[config.mk]
export PLATFORM = sky130hd
export DESIGN_NAME = led_ctrl_mc
export DESIGN_NICKNAME = d
export VERILOG_FILES = /design/src/rtl/led_pkg.sv /design/src/rtl/led_chan.sv /design/src/rtl/led_ctrl_mc.sv
export SDC_FILE = /design/constraint.sdc
export NUM_CORES = 1
export LEC_CHECK = 0
export ABC_AREA = 1
export BUFFER_PORTS_ARGS = -buffer_cell sky130_fd_sc_hd__buf_4
export CAP_MARGIN = 10
export CORE_AREA = 8 8 107 206
export DETAILED_ROUTE_END_ITERATION = 6
export DIE_AREA = 0 0 115 214
export GPL_TIMING_DRIVEN = 0
export PLACE_DENSITY = 0.71
export SLEW_MARGIN = 10
export SYNTH_ARGS = -nofsm -noshare
export SYNTH_HDL_FRONTEND = slang
export SYNTH_HIERARCHICAL = 1
export SYNTH_SLANG_ARGS = --single-unit
[constraint.sdc]
create_clock -name clk100 -period 4.3 [get_ports clk100]
set_input_delay 0.215 -clock clk100 [delete_from_list [all_inputs] [get_ports clk100]]
set_output_delay 0.215 -clock clk100 [all_outputs]
set_load 0.01 [all_outputs]
[src/rtl/led_pkg.sv]
// Shared types and reset defaults for the multi-channel LED controller.
package led_pkg;

   // Channel operating mode. The encoding matches the wr_mode_i field.
   typedef enum logic [1:0] {
      LED_OFF   = 2'd0,
      LED_ON    = 2'd1,
      LED_BLINK = 2'd2,
      LED_PWM   = 2'd3
   } led_mode_e;

   // Config fields are carried at a fixed maximum width. Narrower instances
   // zero-extend into them, so DIVW must be <= 8 and PWMW must be <= 16.
   localparam int LED_DIV_MAXW  = 8;
   localparam int LED_DUTY_MAXW = 16;

   typedef struct packed {
      led_mode_e                 mode;
      logic [LED_DIV_MAXW-1:0]   div;
      logic [LED_DUTY_MAXW-1:0]  duty;
   } led_cfg_t;

   // Mode and prescale exponent that every channel starts with after reset.
   localparam led_mode_e LED_RST_MODE = LED_BLINK;
   localparam int        LED_RST_DIV  = 24;

endpackage

[src/rtl/led_chan.sv]
// One LED channel: power-of-two prescaler that drives a blink or PWM output.
module led_chan
   import led_pkg::*;
#(
   parameter int        CNTW     = 32,
   parameter int        PWMW     = 8,
   parameter led_mode_e RST_MODE = LED_RST_MODE,
   parameter int        RST_DIV  = LED_RST_DIV
)(
   input  logic     clk100,
   input  logic     rst,
   input  logic     load,
   input  led_cfg_t cfg_in,
   output logic     led,
   output logic     tick
);

   localparam led_cfg_t RST_CFG = '{mode: RST_MODE,
                                    div:  LED_DIV_MAXW'(RST_DIV),
                                    duty: '0};

   led_cfg_t          cfg;
   logic [CNTW-1:0]   cnt;
   logic [CNTW-1:0]   term;
   logic [PWMW-1:0]   phase;
   logic [PWMW-1:0]   phase_nxt;
   logic              blink;
   logic              blink_nxt;
   logic              wrap;
   logic              led_nxt;

   // Terminal count 2**d - 1. The exponent saturates at CNTW-1 so the
   // counter can always reach it.
   function automatic logic [CNTW-1:0] term_of(input logic [LED_DIV_MAXW-1:0] d);
      int e;
      e = int'(d);
      if (e > CNTW - 1) e = CNTW - 1;
      return (CNTW'(1) << e) - CNTW'(1);
   endfunction

   // LED level for a mode, given the blink flop and the PWM phase that will
   // be current after the edge.
   function automatic logic led_value(input led_mode_e              m,
                                      input logic [LED_DUTY_MAXW-1:0] duty,
                                      input logic                   b,
                                      input logic [PWMW-1:0]        ph);
      logic v;
      v = 1'b0;
      case (m)
         LED_OFF:   v = 1'b0;
         LED_ON:    v = 1'b1;
         LED_BLINK: v = b;
         LED_PWM:   v = (LED_DUTY_MAXW'(ph) < duty);
         default:   v = 1'b0;
      endcase
      return v;
   endfunction

   // Next-state terms for the free-running prescaler, blink flop and PWM phase.
   always_comb begin
      // NOTE: every combinational output gets a value before any branch, so no
      // path can leave one unassigned and infer a latch.
      term      = term_of(cfg.div);
      wrap      = (cnt == term);
      blink_nxt = wrap ? ~blink : blink;
      phase_nxt = wrap ? phase + PWMW'(1) : phase;
      led_nxt   = led_value(cfg.mode, cfg.duty, blink_nxt, phase_nxt);
   end

   // Channel state. Reset beats load, and load beats the prescaler wrap.
   always_ff @(posedge clk100) begin
      // NOTE: state flops use non-blocking assignment so every flop samples
      // the pre-edge values, whatever order the statements appear in.
      if (rst) begin
         cfg   <= RST_CFG;
         cnt   <= '0;
         phase <= '0;
         blink <= 1'b0;
         led   <= 1'b0;
         tick  <= 1'b0;
      end else if (load) begin
         cfg   <= cfg_in;
         cnt   <= '0;
         phase <= '0;
         blink <= 1'b0;
         led   <= led_value(cfg_in.mode, cfg_in.duty, 1'b0, '0);
         tick  <= 1'b0;
      end else begin
         cnt   <= wrap ? '0 : cnt + CNTW'(1);
         phase <= phase_nxt;
         blink <= blink_nxt;
         led   <= led_nxt;
         tick  <= wrap;
      end
   end

endmodule

[src/rtl/led_ctrl_mc.sv]
// Multi-channel programmable LED driver: write decode, error pulse, channel array.
module led_ctrl_mc
   import led_pkg::*;
#(
   parameter int        NCH      = 2,
   parameter int        DIVW     = 5,
   parameter int        CNTW     = 32,
   parameter int        PWMW     = 8,
   parameter led_mode_e RST_MODE = LED_RST_MODE,
   parameter int        RST_DIV  = LED_RST_DIV
)(
   input  logic              clk100,
   input  logic              rst,
   input  logic              wr_en_i,
   input  logic [3:0]        wr_ch_i,
   input  logic [1:0]        wr_mode_i,
   input  logic [DIVW-1:0]   wr_div_i,
   input  logic [PWMW-1:0]   wr_duty_i,
   output logic [NCH-1:0]    led_o,
   output logic [NCH-1:0]    tick_o,
   output logic              wr_err_o
);

   led_cfg_t          wr_cfg;
   logic [NCH-1:0]    load;
   logic              wr_bad;

   // Pack the write fields and decode the target channel.
   always_comb begin
      wr_cfg.mode = led_mode_e'(wr_mode_i);
      wr_cfg.div  = LED_DIV_MAXW'(wr_div_i);
      wr_cfg.duty = LED_DUTY_MAXW'(wr_duty_i);
      wr_bad      = wr_en_i && (int'(wr_ch_i) >= NCH);
      for (int i = 0; i < NCH; i++) begin
         load[i] = wr_en_i && (int'(wr_ch_i) == i);
      end
   end

   // One-cycle error pulse for a write aimed at a channel that does not exist.
   always_ff @(posedge clk100) begin
      if (rst) wr_err_o <= 1'b0;
      else     wr_err_o <= wr_bad;
   end

   for (genvar g = 0; g < NCH; g++) begin : g_chan
      led_chan #(
         .CNTW     (CNTW),
         .PWMW     (PWMW),
         .RST_MODE (RST_MODE),
         .RST_DIV  (RST_DIV)
      ) u_chan (
         .clk100 (clk100),
         .rst    (rst),
         .load   (load[g]),
         .cfg_in (wr_cfg),
         .led    (led_o[g]),
         .tick   (tick_o[g])
      );
   end

endmodule

# Word-level counts from Yosys, hierarchy flattened

Index checks and enable logic that the tools add are counted.

Equality and inequality tests: 12
Reduce and logical (&&, ||, !) cells: 12
Muxes and demuxes: 11
Add/sub/neg operators: 6
Bitwise logic cells: 2
Shifts and indexed selects: 2
$lt $le $gt $ge: 6

Operators by type and width:

| kind                    | count |
|---|---|
| $add A32 B1 Y32 const B | 2 |
| $eq A32 B32 Y1          | 2 |
| $shl A1 B5 Y32 const A  | 2 |
| $sub A32 B2 Y32 const B | 2 |
| $add A8 B1 Y8 const B   | 2 |
| $lt A8 B8 Y1            | 2 |
| $mux W8                 | 2 |
| $eq A2 B2 Y1 const B    | 6 |
| $gt A5 B5 Y1 const B    | 2 |
| $mux W5                 | 2 |
| $lt A1 B8 Y1 const A    | 1 |
| $pmux W1 S4             | 2 |
| $eq A2 B1 Y1 const B    | 3 |
| $logic_not A2 Y1        | 3 |
| $reduce_or A2 Y1        | 3 |
| $reduce_or A3 Y1        | 2 |
| $eq A4 B2 Y1 const B    | 1 |
| $ge A4 B2 Y1 const B    | 1 |
| $logic_not A4 Y1        | 1 |
| $mux W1                 | 4 |
| $logic_and A1 B1 Y1     | 3 |
| $pmux W1 S3             | 1 |
| $not A1 Y1              | 2 |

Output and inout bits: 5
Register bits: 117
Input port bits: 22
Logic and storage cells: 68

# Depth between registers and ports, before layout

Gate-level depths: netlist of the first run.

Depth in word-level cells: 9
Gate-level depth with buffers: 34

# Hierarchy

Netlist of the first run, hierarchy kept.

Modules (own cells, without submodules):

| module      | seq. area each (µm²) | cells each | times used | area each (µm²) |
|---|---|---|---|---|
| led_chan    | 1381.3               | 829        | 2          | 5255.0 |
| led_ctrl_mc | 20.0                 | 13         | 1          | 68.8 |

# Least setup slack after synthesis of the first run

OpenSTA, ideal clock, no wires.

Path type: register to register
Start: register, netlist name g_chan[0].u_chan/cfg[23]
End: register g_chan[0].u_chan.led
Required time: 4242 ps
Library setup time: 58 ps
Stages on the path, launching flop included: 33
Setup slack: 674 ps
Arrival: 3567 ps
Path through: dfxtp_1 -> nor2_4 -> nand3_4 -> inv_2 -> buf_6 -> buf_6 -> nand4_1 -> ha_1 -> nand2_1 -> nor2_4 -> nand2_2 -> nor2_4 -> nand2_1 -> nand2_1 -> nand3_1 -> nand2_1 -> nor2_1 -> nand2_1 -> nor2_1 -> nand3_2 -> inv_1 -> buf_2 -> nand2_1 -> o21ai_0 -> inv_1 -> ha_1 -> a21oi_1 -> nor2_1 -> a211oi_1 -> nand2_1 -> nand2_1 -> nand2_1 -> nand2_1

RTL lines:

| item                   | RTL line       | text |
|---|---|---|
| end signal: assignment | led_chan.sv:86 | `led <= led_value(cfg_in.mode, cfg_in.duty, 1'b0, '0);` |
| end signal: assignment | led_chan.sv:92 | `led <= led_nxt;` |
| end: declaration       | led_chan.sv:14 | `output logic led,` |

==> metrics.txt, run 1 <==
Max VDD drop=roughly 0.26 mV; wire per inst=roughly 17 µm; post-DP HPWL=between 20000 and 30000 µm; #FFs+latches synth=about 140; WHS=0.0193 ns; post-layout util=roughly two thirds; All-Layer GR Usage=between 20% and 30%; Max FO, Critical Path=6; Mapped Cells=between 1500 and 2000; clk root buf=clkbuf_16; first-pass GRT wire length=~54000 µm; Setup CP Type=flop to flop; post-synthesis async set-or-reset flop share=0%; class of the worst hold path=primary input to flop; grt ovf=0; initial antenna violation count=2; PD cells=approximately 260 nW/µm²; post-cts hold buffer count=0; DRT Wirelength=roughly 36000 µm; DRC viols=0; fin crit share=between 90% and 100%; dominant synthesized flop cell=dfxtp_1; Core Box Area=roughly 19000 µm²; commonest non-fill, non-tap cell in the layout=nand2_1; Clock Tree Buf Depth=2; fin crit period=approximately 4.1 ns; Register Area=roughly 2800 µm²; area delta synth->final=20.3%; Row Count=about 70; Die H=about 210 µm; Max Cap Viol=0; PortBufs=26; largest net degree at the start of global routing=17; GPL Wtd Cong=between 1 and 1.5; Via Count=between 10000 and 15000; Ant. Diodes=0; CP endpoint kind=flop; Ports=27; Pleak=5.88 nW; run status=complete, no violations; # clock sinks=139; sequential-to-total area share from yosys stat=between 20% and 30%; Pins Over Slew Limit=0; Req. time, crit path=roughly 4.6 ns; Detailed Route Iter0 Violations=595; Fmax=approximately 0.24 GHz; vias in the first global route=11000; H-Tree Depth=4; commonest cells after routing, fill and taps aside=nand2_1 (382), inv_1 (247), nor2_1 (173); 1st-pass router iterations=5; filler instances=1882; Starting Density=54.9%; Netlist Area Pre-Place=10600 µm²; Tightest Pin Transition=1.23 ns; clk_skew=between 0.01 and 0.015 ns; CTS buffer count=17; final hold violation count=0; drt via density=approximately 5.6; CP peak stage delay=around 0.36 ns; CP Launch Type=flop; Avg Inst Size Synth=roughly 6.3 µm²; Die Wd=115 µm; Final Setup Violations=0; CTS tree=done; kind of cell adding the most delay to the critical path=simple AND/OR/NAND/NOR gates; Reg clk slew, reported paths=0.06 ns; fin nets=1836; Clock Latency Late Sink=approximately 0.45 ns; multi-input logic area=between 7000 and 8000 µm²; share of layout cells above drive strength 1=about 17%; Slew headroom=between 10% and 20%; Arrival @ worst endpoint=4.43 ns; yosys warns=6; setup_tns=0 ns; Slowest-stage cell, CP=nor4_4; post-route ant nets=0; RSZ-0062 raised after global routing=yes; most frequent CP cell=nand2_1; Netlist cell types=45; Post-synth EDFFs=0; Worst Path Buf+Inv=2; die footprint=about 25000 µm²
[stage by stage]
step | instances | setup WS, ns | total power [mW] | area [µm²]
global route | 2066 | -0.122 | 3.40 | 12700
global placement | 1977 | -0.549 | 1.60 | 11200
floorplan | 1692 | 0.674 | 1.51 | 10700
finish | 2066 | 0.185 | 3.29 | 12700
CTS | 2021 | -0.00159 | 3.29 | 12100
detailed placement | 1977 | -0.613 | 1.60 | 11200
[tightest hold or removal path: cells and delay by family]
kind                   cells  cell delay [ns]
buffers and inverters      1             0.11
AND/OR/NAND/NOR            1             0.05
AO/OA/AOI/OAI              1             0.05
[where the power goes]
part	internal [mW]	leakage, nW	switching [mW]	total [mW]
logic	0.0977	4.43	0.200	0.298
registers	1.30	1.12	0.00835	1.31
clock network	1.07	0.323	0.617	1.68
total	2.46	5.88	0.826	3.29
[cell usage after synthesis (6+ instances only)]
| master | instances | area, µm² |
|---|---|---|
| xor2_1 | 64 | 561 |
| and3b_1 | 6 | 52.6 |
| nand3b_1 | 8 | 60.1 |
| nor3_2 | 8 | 80.1 |
| o21ai_0 | 44 | 220 |
| nor2_1 | 188 | 706 |
| nand4_1 | 110 | 688 |
| o21a_1 | 6 | 45.0 |
| dfxtp_1 | 139 | 2780 |
| clkbuf_1 | 18 | 67.6 |
| buf_2 | 12 | 60.1 |
| or2_2 | 12 | 75.1 |
| ha_1 | 20 | 250 |
| nor2_2 | 11 | 68.8 |
| nand3_2 | 12 | 120 |
| nand4_2 | 10 | 125 |
| xnor2_1 | 8 | 70.1 |
| nor4_1 | 22 | 138 |
| o22ai_1 | 24 | 150 |
| inv_1 | 251 | 942 |
| a21oi_1 | 43 | 215 |
| nand3_1 | 116 | 581 |
| o21bai_1 | 6 | 45.0 |
| nand2_1 | 394 | 1480 |
| nand2_2 | 10 | 62.6 |
| nor3_1 | 24 | 120 |
| nor2_4 | 16 | 180 |
| nor3b_1 | 22 | 165 |
| inv_2 | 22 | 82.6 |
[kinds of logic after synthesis]
family | synth area share, %
flops | 26.3
fa+ha+maj | 2.37
compound gates | 8.33
simple gates | 45.3
other cells | 0.0354
buf+inv | 11.7
xor+xnor | 5.96
[routing by layer]
metal	GRT usage, %	routed length, µm	vias to the layer above
met4	28.5	3720	4
met5	0	22	-
met1	23.0	11300	5202
met2	53.4	19000	358
li1	-	-	5721
met3	5.90	1460	189
[cell type report]
class                   count  share of cell area (%)
multi-input cells        1238                    55.1
flip-flops and latches    139                    22.0
inverters                 277                    8.23
repair buffers             83                    5.15
clock buffers              20                    3.59
well taps                 259                    2.55
plain buffers              38                    1.77
clock inverters            12                    1.64
[state kept, by name, indices dropped and copies added (netlist names)]
register and cells:
g_chan.u_chan/tick 2, g_chan.u_chan/phase 16, g_chan.u_chan/led 2, g_chan.u_chan/cfg 52, wr_err_o 1, g_chan.u_chan/cnt 64, g_chan.u_chan/blink 2
[what timing repair did]
action                                  CTS  global route
endpoints found under the setup margin    2             2
pin swaps                                16            61
buffers inserted                         12            45
resized for setup                        36            75
[final timing paths]
| check | end | depth (start not counted) | startpoint | slack [ns] |
|---|---|---|---|---|
| max | g_chan[1].u_chan/led | 28 | g_chan[1].u_chan/cfg[23] | 0.19 |
| min | g_chan[0].u_chan/cfg[1] | 3 | wr_duty_i[1] | 0.02 |
| max reg2reg | g_chan[1].u_chan/led | 28 | g_chan[1].u_chan/cfg[23] | 0.19 |
| min reg2reg | g_chan[0].u_chan/cfg[15] | 2 | g_chan[0].u_chan/cfg[15] | 0.46 |
(Power assumes the default switching activity.)
==> run 2: changes to the inputs <==
--- a/config.mk
+++ b/config.mk
@@ -8,11 +8,14 @@
 export ABC_AREA = 1
 export BUFFER_PORTS_ARGS = -buffer_cell sky130_fd_sc_hd__buf_4
 export CAP_MARGIN = 10
-export CORE_AREA = 8 8 107 206
+export CELL_PAD_IN_SITES_DETAIL_PLACEMENT = 0
+export CELL_PAD_IN_SITES_GLOBAL_PLACEMENT = 1
+export CORE_AREA = 8 8 116 224
+export CTS_BUF_LIST = sky130_fd_sc_hd__clkbuf_8
 export DETAILED_ROUTE_END_ITERATION = 6
-export DIE_AREA = 0 0 115 214
+export DIE_AREA = 0 0 124 232
 export GPL_TIMING_DRIVEN = 0
-export PLACE_DENSITY = 0.71
+export PLACE_DENSITY_LB_ADDON = 0.1
 export SLEW_MARGIN = 10
 export SYNTH_ARGS = -nofsm -noshare
 export SYNTH_HDL_FRONTEND = slang
==> run 2 against run 1 <==
Fmax fell by 1.3%; non-clock buffer count is 18 higher; via count shrank 1.3%; core utilization fell by 11 points; sequential power is essentially flat; cell count grew 2.1%; sequential share of layout area increased by 0.12 points; total power decreased by 15%; clock power shrank 30%; worst setup slack worse by 0.052 ns; first-iteration DRC count fell by 1.2%; register-to-register slack got worse by 0.05 ns; largest cell class unchanged; largest power group is now registers.
==> metrics.txt, run 2 (synthesis gave the netlist of run 1 again) <==
Hold Path Sink=g_chan[1].u_chan/cfg[4]; Tightest Pin Transition=1.10 ns; share of layout cells above drive strength 1=around 17%; WHS=roughly 0.38 ns; H-Tree Depth=4; drt via density=around 5.4; final hold violation count=0; Slowest-stage cell, CP=nor4_4; Hold Crit Start=wr_ch_i[0]; hold path depth=7; Sw Ratio=between 20% and 30%; post-route ant nets=0; Fmax=~0.24 GHz; fin crit period=about 4.2 ns; CP endpoint kind=flop; Row Count=79; CTS tree=done; Die H=roughly 230 µm; Pleak=a little under 6 nW; Flop pwr share=46.7%; Ports=27; clock network power share=approximately 42%; commonest cells after routing, fill and taps aside=nand2_1 (386), inv_1 (248), nor2_1 (176); initial antenna violation count=1; Slew headroom=about a quarter; 1st-pass router iterations=5; flop-to-flop setup slack=approximately 0.13 ns; Final Setup Violations=0; commonest non-fill, non-tap cell in the layout=nand2_1; worst reg2reg path depth=28; Detailed Route Iter0 Violations=approximately 590; DRT Wirelength=36600 µm; Reg clk slew, reported paths=0.09 ns; setup_tns=0 ns; class of the worst hold path=primary input to flop; Clock Tree Buf Depth=2; Max VDD drop=0.246 mV; fin crit share=approximately 97%; Pins Over Slew Limit=0; DRC viols=0; clk root buf=clkbuf_8; Req. time, crit path=roughly 4.7 ns; Core Box Area=roughly 23000 µm²; clk_skew=0.0117 ns; most frequent CP cell=nand2_1; run status=complete, no violations; die footprint=around 29000 µm²; Max FO, Critical Path=8; Clock Latency Late Sink=0.50 ns; P_int=about 2 mW; vias in the first global route=11100; PortBufs=26; post-layout util=between 50% and 60%; wire per inst=roughly 17 µm; Via Count=between 10000 and 15000; largest net degree at the start of global routing=17; area delta synth->final=19.5%; grt ovf=0; PD cells=about 220 nW/µm²; part of the power in combinational logic=11.1%; total power=2.80 mW; CTS buffer count=17; All-Layer GR Usage=roughly a quarter; Die Wd=~120 µm; GPL Wtd Cong=between 0.9 and 1; NetSw=810 µW; r2r startpoint=g_chan[1].u_chan/cfg[23]; first-pass GRT wire length=around 56000 µm; fin nets=~1900; Reg-to-Reg End=g_chan[1].u_chan/led; Regs by FF count=g_chan.u_chan/cnt (64), g_chan.u_chan/cfg (52), g_chan.u_chan/phase (16); CP Launch Type=flop; Largest register FFs=64; Setup CP Type=flop to flop; Max Cap Viol=0; post-DP HPWL=slightly below 30000 µm; RSZ-0062 raised after global routing=yes; most flop-heavy register=g_chan.u_chan/cnt; CP peak stage delay=around 0.51 ns; # clock sinks=139; Starting Density=between 40% and 50%; Arrival @ worst endpoint=approximately 4.6 ns
[run 2: final cells by class]
type | count | area [µm²]
Tap cell | 283 | 354
Multi-Input combinational cell | 1238 | 6970
Clock buffer | 17 | 234
Sequential cell | 139 | 2790
Fill cell | 2475 | 10500
Inverter | 277 | 1040
Timing Repair Buffer | 101 | 833
Buffer | 38 | 229
Antenna cell | 1 | 2.50
Clock inverter | 15 | 189
[run 2: power by group through the flow]
stage | logic [mW] | registers, mW | clock network [mW]
after detailed placement | 0.268 | 1.34 | 0
after global routing | 0.338 | 1.31 | 1.28
after CTS | 0.292 | 1.31 | 1.23
final | 0.309 | 1.31 | 1.18
after floorplan | 0.177 | 1.33 | 0
after global placement | 0.266 | 1.34 | 0
[run 2: routing by layer]
layer,routed length (µm),track usage (%),vias up
li1,-,-,5737
met1,12000,20.9,5144
met2,20000,49.6,294
met3,1320,5.33,150
met4,3290,21.3,0
met5,0,0,-
[run 2: stage by stage]
step / instance area, µm² / worst slack [ns] / std cells
floorplan: 10700 / 0.674 / 1692
global placement: 11200 / -0.456 / 2001
detailed placement: 11200 / -0.466 / 2001
CTS: 12100 / 0.00532 / 2063
global route: 12600 / -0.0655 / 2109
finish: 12600 / 0.133 / 2109
[run 2: worst max path at each step]
stage / endpoint / start / slack [ns]
2_1_floorplan: g_chan[0].u_chan/led / g_chan[0].u_chan/cfg[23] / 0.67
3_3_place_gp: g_chan[1].u_chan/led / g_chan[1].u_chan/cfg[19] / -0.46
3_5_place_dp: g_chan[1].u_chan/led / g_chan[1].u_chan/cfg[23] / -0.47
4_1_cts: g_chan[1].u_chan/led / g_chan[1].u_chan/cfg[19] / 0.005
5_1_grt: g_chan[1].u_chan/led / g_chan[1].u_chan/cfg[23] / -0.07
6_report: g_chan[1].u_chan/led / g_chan[1].u_chan/cfg[23] / 0.13
[run 2: worst max-delay path, delay by kind of cell (launching register included)]
kind | cells | cell delay, ns
AND/OR/NAND/NOR | 23 | 3.02
flip-flops | 1 | 0.34
buffers and inverters | 3 | 0.27
adder cells (fa/ha/maj) | 1 | 0.25
XOR/XNOR | 1 | 0.17
[run 2: what timing repair did]
action / 4_1_cts / 5_1_grt
pin swaps: 20 / 59
endpoints found under the setup margin: 2 / 2
gates resized for setup: 33 / 65
setup buffers: 12 / 44
hold endpoints to repair: 29 / 0
gates cloned: 0 / 1
hold buffers: 18 / 0
